$ cat src/rtl/nibble_serial_add_ctrl.sv
// WIDTH-bit adder controller that streams one nibble per cycle through an
// external 4-bit carry-lookahead adder, chaining the carry between slices.
module nibble_serial_add_ctrl #(
  parameter int unsigned WIDTH = 16
) (
  input  logic             clk,
  input  logic             rst,
  input  logic             start,
  input  logic [WIDTH-1:0] op_a,
  input  logic [WIDTH-1:0] op_b,
  input  logic             c_in,
  output logic             busy,
  output logic             done,
  output logic [WIDTH-1:0] result,
  output logic             c_out,
  output logic             overflow,
  output logic [3:0]       cla_a,
  output logic [3:0]       cla_b,
  output logic             cla_c_in,
  input  logic [3:0]       cla_sum,
  input  logic             cla_c_out
);

  localparam int unsigned NIBBLES = WIDTH / 4;
  localparam int unsigned IDXW    = (NIBBLES > 1) ? $clog2(NIBBLES) : 1;
  localparam logic [IDXW-1:0] LAST_IDX = IDXW'(NIBBLES - 1);

  typedef enum logic [1:0] {IDLE, RUN, DONE} state_t;

  state_t          state, state_nxt;
  logic [IDXW-1:0] idx;
  logic [WIDTH-1:0] a_reg, b_reg;
  logic            carry_reg;
  logic            last_slice;

  assign last_slice = (idx == LAST_IDX);

  always_ff @(posedge clk or posedge rst) begin
    if (rst) state <= IDLE;
    else     state <= state_nxt;
  end

  always_comb begin
    state_nxt = state;
    busy      = 1'b0;
    done      = 1'b0;
    cla_a     = '0;
    cla_b     = '0;
    cla_c_in  = 1'b0;
    case (state)
      IDLE: if (start) state_nxt = RUN;
      RUN: begin
        busy     = 1'b1;
        cla_a    = a_reg[{idx, 2'b00} +: 4];
        cla_b    = b_reg[{idx, 2'b00} +: 4];
        cla_c_in = carry_reg;
        if (last_slice) state_nxt = DONE;
      end
      DONE: begin
        busy      = 1'b1;
        done      = 1'b1;
        state_nxt = IDLE;
      end
      default: state_nxt = IDLE;
    endcase
  end

  always_ff @(posedge clk or posedge rst) begin
    if (rst) begin
      idx       <= '0;
      a_reg     <= '0;
      b_reg     <= '0;
      carry_reg <= 1'b0;
      result    <= '0;
      c_out     <= 1'b0;
      overflow  <= 1'b0;
    end else begin
      case (state)
        IDLE: if (start) begin
          a_reg     <= op_a;
          b_reg     <= op_b;
          carry_reg <= c_in;
          idx       <= '0;
          result    <= '0;
          c_out     <= 1'b0;
          overflow  <= 1'b0;
        end
        RUN: begin
          result[{idx, 2'b00} +: 4] <= cla_sum;
          carry_reg <= cla_c_out;
          if (last_slice) begin
            idx      <= '0;
            c_out    <= cla_c_out;
            // Sign bit of the sum is the top bit of the final slice
            overflow <= (a_reg[WIDTH-1] & b_reg[WIDTH-1] & ~cla_sum[3]) |
                        (~a_reg[WIDTH-1] & ~b_reg[WIDTH-1] & cla_sum[3]);
          end else begin
            idx <= idx + 1'b1;
          end
        end
        default: ;
      endcase
    end
  end

endmodule

$ cat config.mk
export PLATFORM = sky130hd
export DESIGN_NAME = nibble_serial_add_ctrl
export DESIGN_NICKNAME = d
export VERILOG_FILES = /design/src/rtl/nibble_serial_add_ctrl.sv
export SDC_FILE = /design/constraint.sdc
export NUM_CORES = 1
export LEC_CHECK = 0
export CAP_MARGIN = 10
export CORE_MARGIN = 1
export CORE_UTILIZATION = 50
export CTS_CLUSTER_SIZE = 24
export DETAILED_ROUTE_END_ITERATION = 8
export GPL_ROUTABILITY_DRIVEN = 0
export PLACE_DENSITY_LB_ADDON = 0.3
export SLEW_MARGIN = 5
export SYNTH_ARGS = -nofsm -noshare
export SYNTH_HDL_FRONTEND = slang
export SYNTH_SLANG_ARGS = --single-unit
export TNS_END_PERCENT = 30
$ cat constraint.sdc
create_clock -name clk -period 3.94 [get_ports clk]
set_input_delay 0.788 -clock clk [delete_from_list [all_inputs] [get_ports clk]]
set_output_delay 0.788 -clock clk [all_outputs]
set_load 0.03 [all_outputs]
==> metrics <==
fin crit share between 80% and 90%; VDD IR max between 0.4 and 0.5 mV; number of H-tree levels 2; share of cells above drive strength 1 roughly a fifth; Commonest cells post-synth dfrtp_1, mux2_2, inv_1, a22o_1, ha_1; post-CTS setup buffer count 0; RSZ-0062 raised after global routing no; gr ovfl total 0; # diodes 0; full die area between 5000 and 6000 um2; fin. max-slew vios 0; worst skew pair latency 0.29 ns; Final nets 317; flop and latch count out of synthesis between 50 and 60; Post-Route Setup TNS 0 ns; Post-synth EDFFs 0; Synth area leaders dfrtp_1, mux2_2, mux4_2; clock root buffer clkbuf_8; Reg clk slew, reported paths 0.08 ns; outcome finished, final reports clean; worst path required time about 3.2 ns; Die Height about 74 um; starting density of the core a little over half; worst setup margin around 0.66 ns; Setup crit end kind primary output; Detailed Place HPWL about 3700 um; Vias per Instance ~5.2; I/O Pins 70; antenna viol nets, final 0; DR vias ~1700; asr flop ratio synth 100%; post-synth top area share around 53%; max frequency about 300 MHz; Final Critical Period around 3.3 ns; leading area contributor after synthesis dfrtp_1; measured slew at the worst slew-check pin between 0.7 and 0.8 ns; drt wl/cell around 15 um; Cells after Synth 195; # setup viols final 0; register area share after synthesis a little over half; Crit path largest cell delay between 0.8 and 0.9 ns; crit path kind flip-flop to primary output; first-pass GRT wire length 8380 um; clk sinks 55; initial antenna violation count 0; Placed Area 3350 um2; Inserted Clock Buffers 5; Worst Skew 0.00239 ns; worst rel slew slack 49.7%; fin cells around 330; Core Region 4850 um2; dpl ws roughly 0.95 ns; Max clock buf depth 2; Netlist cell types 31; PortBufs just under 70; Core Rows 25; crit path max fanout 16; Max-cap violations 0; placed insts 326; P&R area growth vs syn 32.0%; Post-CTS Resized 0; Routed Wire Length roughly 5000 um; crit path launch type flip-flop; syn avg cell area ~13 um2; DIE WIDTH 74.1 um; Worst Path Arrival about 2.5 ns; Leak between 1 and 1.5 nW; GRT Total Usage 20.3%; Hold Buf Count CTS 0; Synth Warn # 0; HP Class flip-flop to flip-flop; DR pass1 iterations 4; main flop type after synthesis dfrtp_1; Final Cell Area ~3400 um2; slowest CP cell dfrtp_1; mapped cell area ~2600 um2; CTS tree yes; vias in the first global route 1796; DR iter-0 viols between 100 and 150; CP cell instances mux4_2 > and2_1 > clkdlybuf4s50_1; total power per unit cell area ~760 nW/um2; pin count of the biggest net entering global routing 34; DRC 0; Final Hold Viols 0; most frequent cell after synthesis dfrtp_1; net count of the mapped netlist 246
[metal layers]
layer	track usage [%]	routed length [um]	up-vias
li1	-	-	838
met1	28.1	2310	854
met2	32.1	2470	39
met3	4.74	214	5
met4	5.77	48	0
met5	0	0	-
[cell families (layout without fill, tap and decap cells)]
logic type      count (synthesis)  count (layout)  synth area share (%)
flops                          55              55                  53.0
fa+ha+maj                      10              10                  4.82
buf+inv                        20              90                  3.13
mux                            43              43                  22.2
compound gates                 31              31                  8.63
simple gates                   36              36                  8.19
[final timing paths]
| check | from | to | slack [ns] | cells after the start |
|---|---|---|---|---|
| worst max-delay path | idx[0]$_DFFE_PP0P_ | cla_b[0] | 0.66 | 3 |
| worst min-delay path | carry_reg$_DFFE_PP0P_ | carry_reg$_DFFE_PP0P_ | 0.49 | 2 |
| worst max register to register | state[1]$_DFFE_PP0P_ | state[0]$_DFFE_PP0P_ | 1.62 | 5 |
| worst min register to register | carry_reg$_DFFE_PP0P_ | carry_reg$_DFFE_PP0P_ | 0.49 | 2 |
| max in group asynchronous | rst | result[6]$_DFFE_PP0P_ | 2.33 | 3 |
| min in group asynchronous | rst | b_reg[11]$_DFFE_PP0P_ | 0.85 | 2 |
[worst max-delay path, delay by kind of cell (launching register included)]
kind | cells | cell delay (ns)
buffers and inverters | 1 | 0.59
and+or+nand+nor | 1 | 0.17
DFF | 1 | 0.84
muxes | 1 | 0.59
[where the power goes]
group	total, mW	switching, mW	internal [mW]
Sequential	0.954	0.167	0.787
Combinational	1.37	0.692	0.681
Clock	0.277	0.158	0.119
Total	2.60	1.02	1.59
[final cells by class]
| type | instances | area (um2) |
|---|---|---|
| repair buffers | 71 | 706 |
| flip-flops and latches | 55 | 1380 |
| multi-input cells | 120 | 1140 |
| clock buffers | 6 | 72.6 |
| fillers | 346 | 1420 |
| inverters | 13 | 48.8 |
| well taps | 67 | 83.8 |
[per-stage QoR]
step | total power [mW] | hold slack [ns] | util, %
5_1_grt | 2.78 | 0.522 | 70.7
3_5_place_dp | 2.34 | 0.472 | 69.2
4_1_cts | 2.63 | 0.499 | 70.7
6_report | 2.60 | 0.493 | 70.7
2_1_floorplan | 1.92 | 0.457 | -
3_3_place_gp | 2.30 | 0.472 | 69.2
[cells in the final DEF, fill, tap and decap left out, drive strengths merged, types with 2 or more instances in the layout]
| cell type | n |
|---|---|
| a21oi | 4 |
| a22o | 11 |
| and2 | 9 |
| and3 | 2 |
| buf | 2 |
| clkbuf | 6 |
| clkdlybuf4s50 | 69 |
| dfrtp | 55 |
| ha | 10 |
| inv | 13 |
| mux2 | 34 |
| mux4 | 8 |
| nand2 | 8 |
| nand2b | 3 |
| nand3 | 6 |
| nor2 | 4 |
| o21ai | 9 |
(Power assumes the default switching activity.)
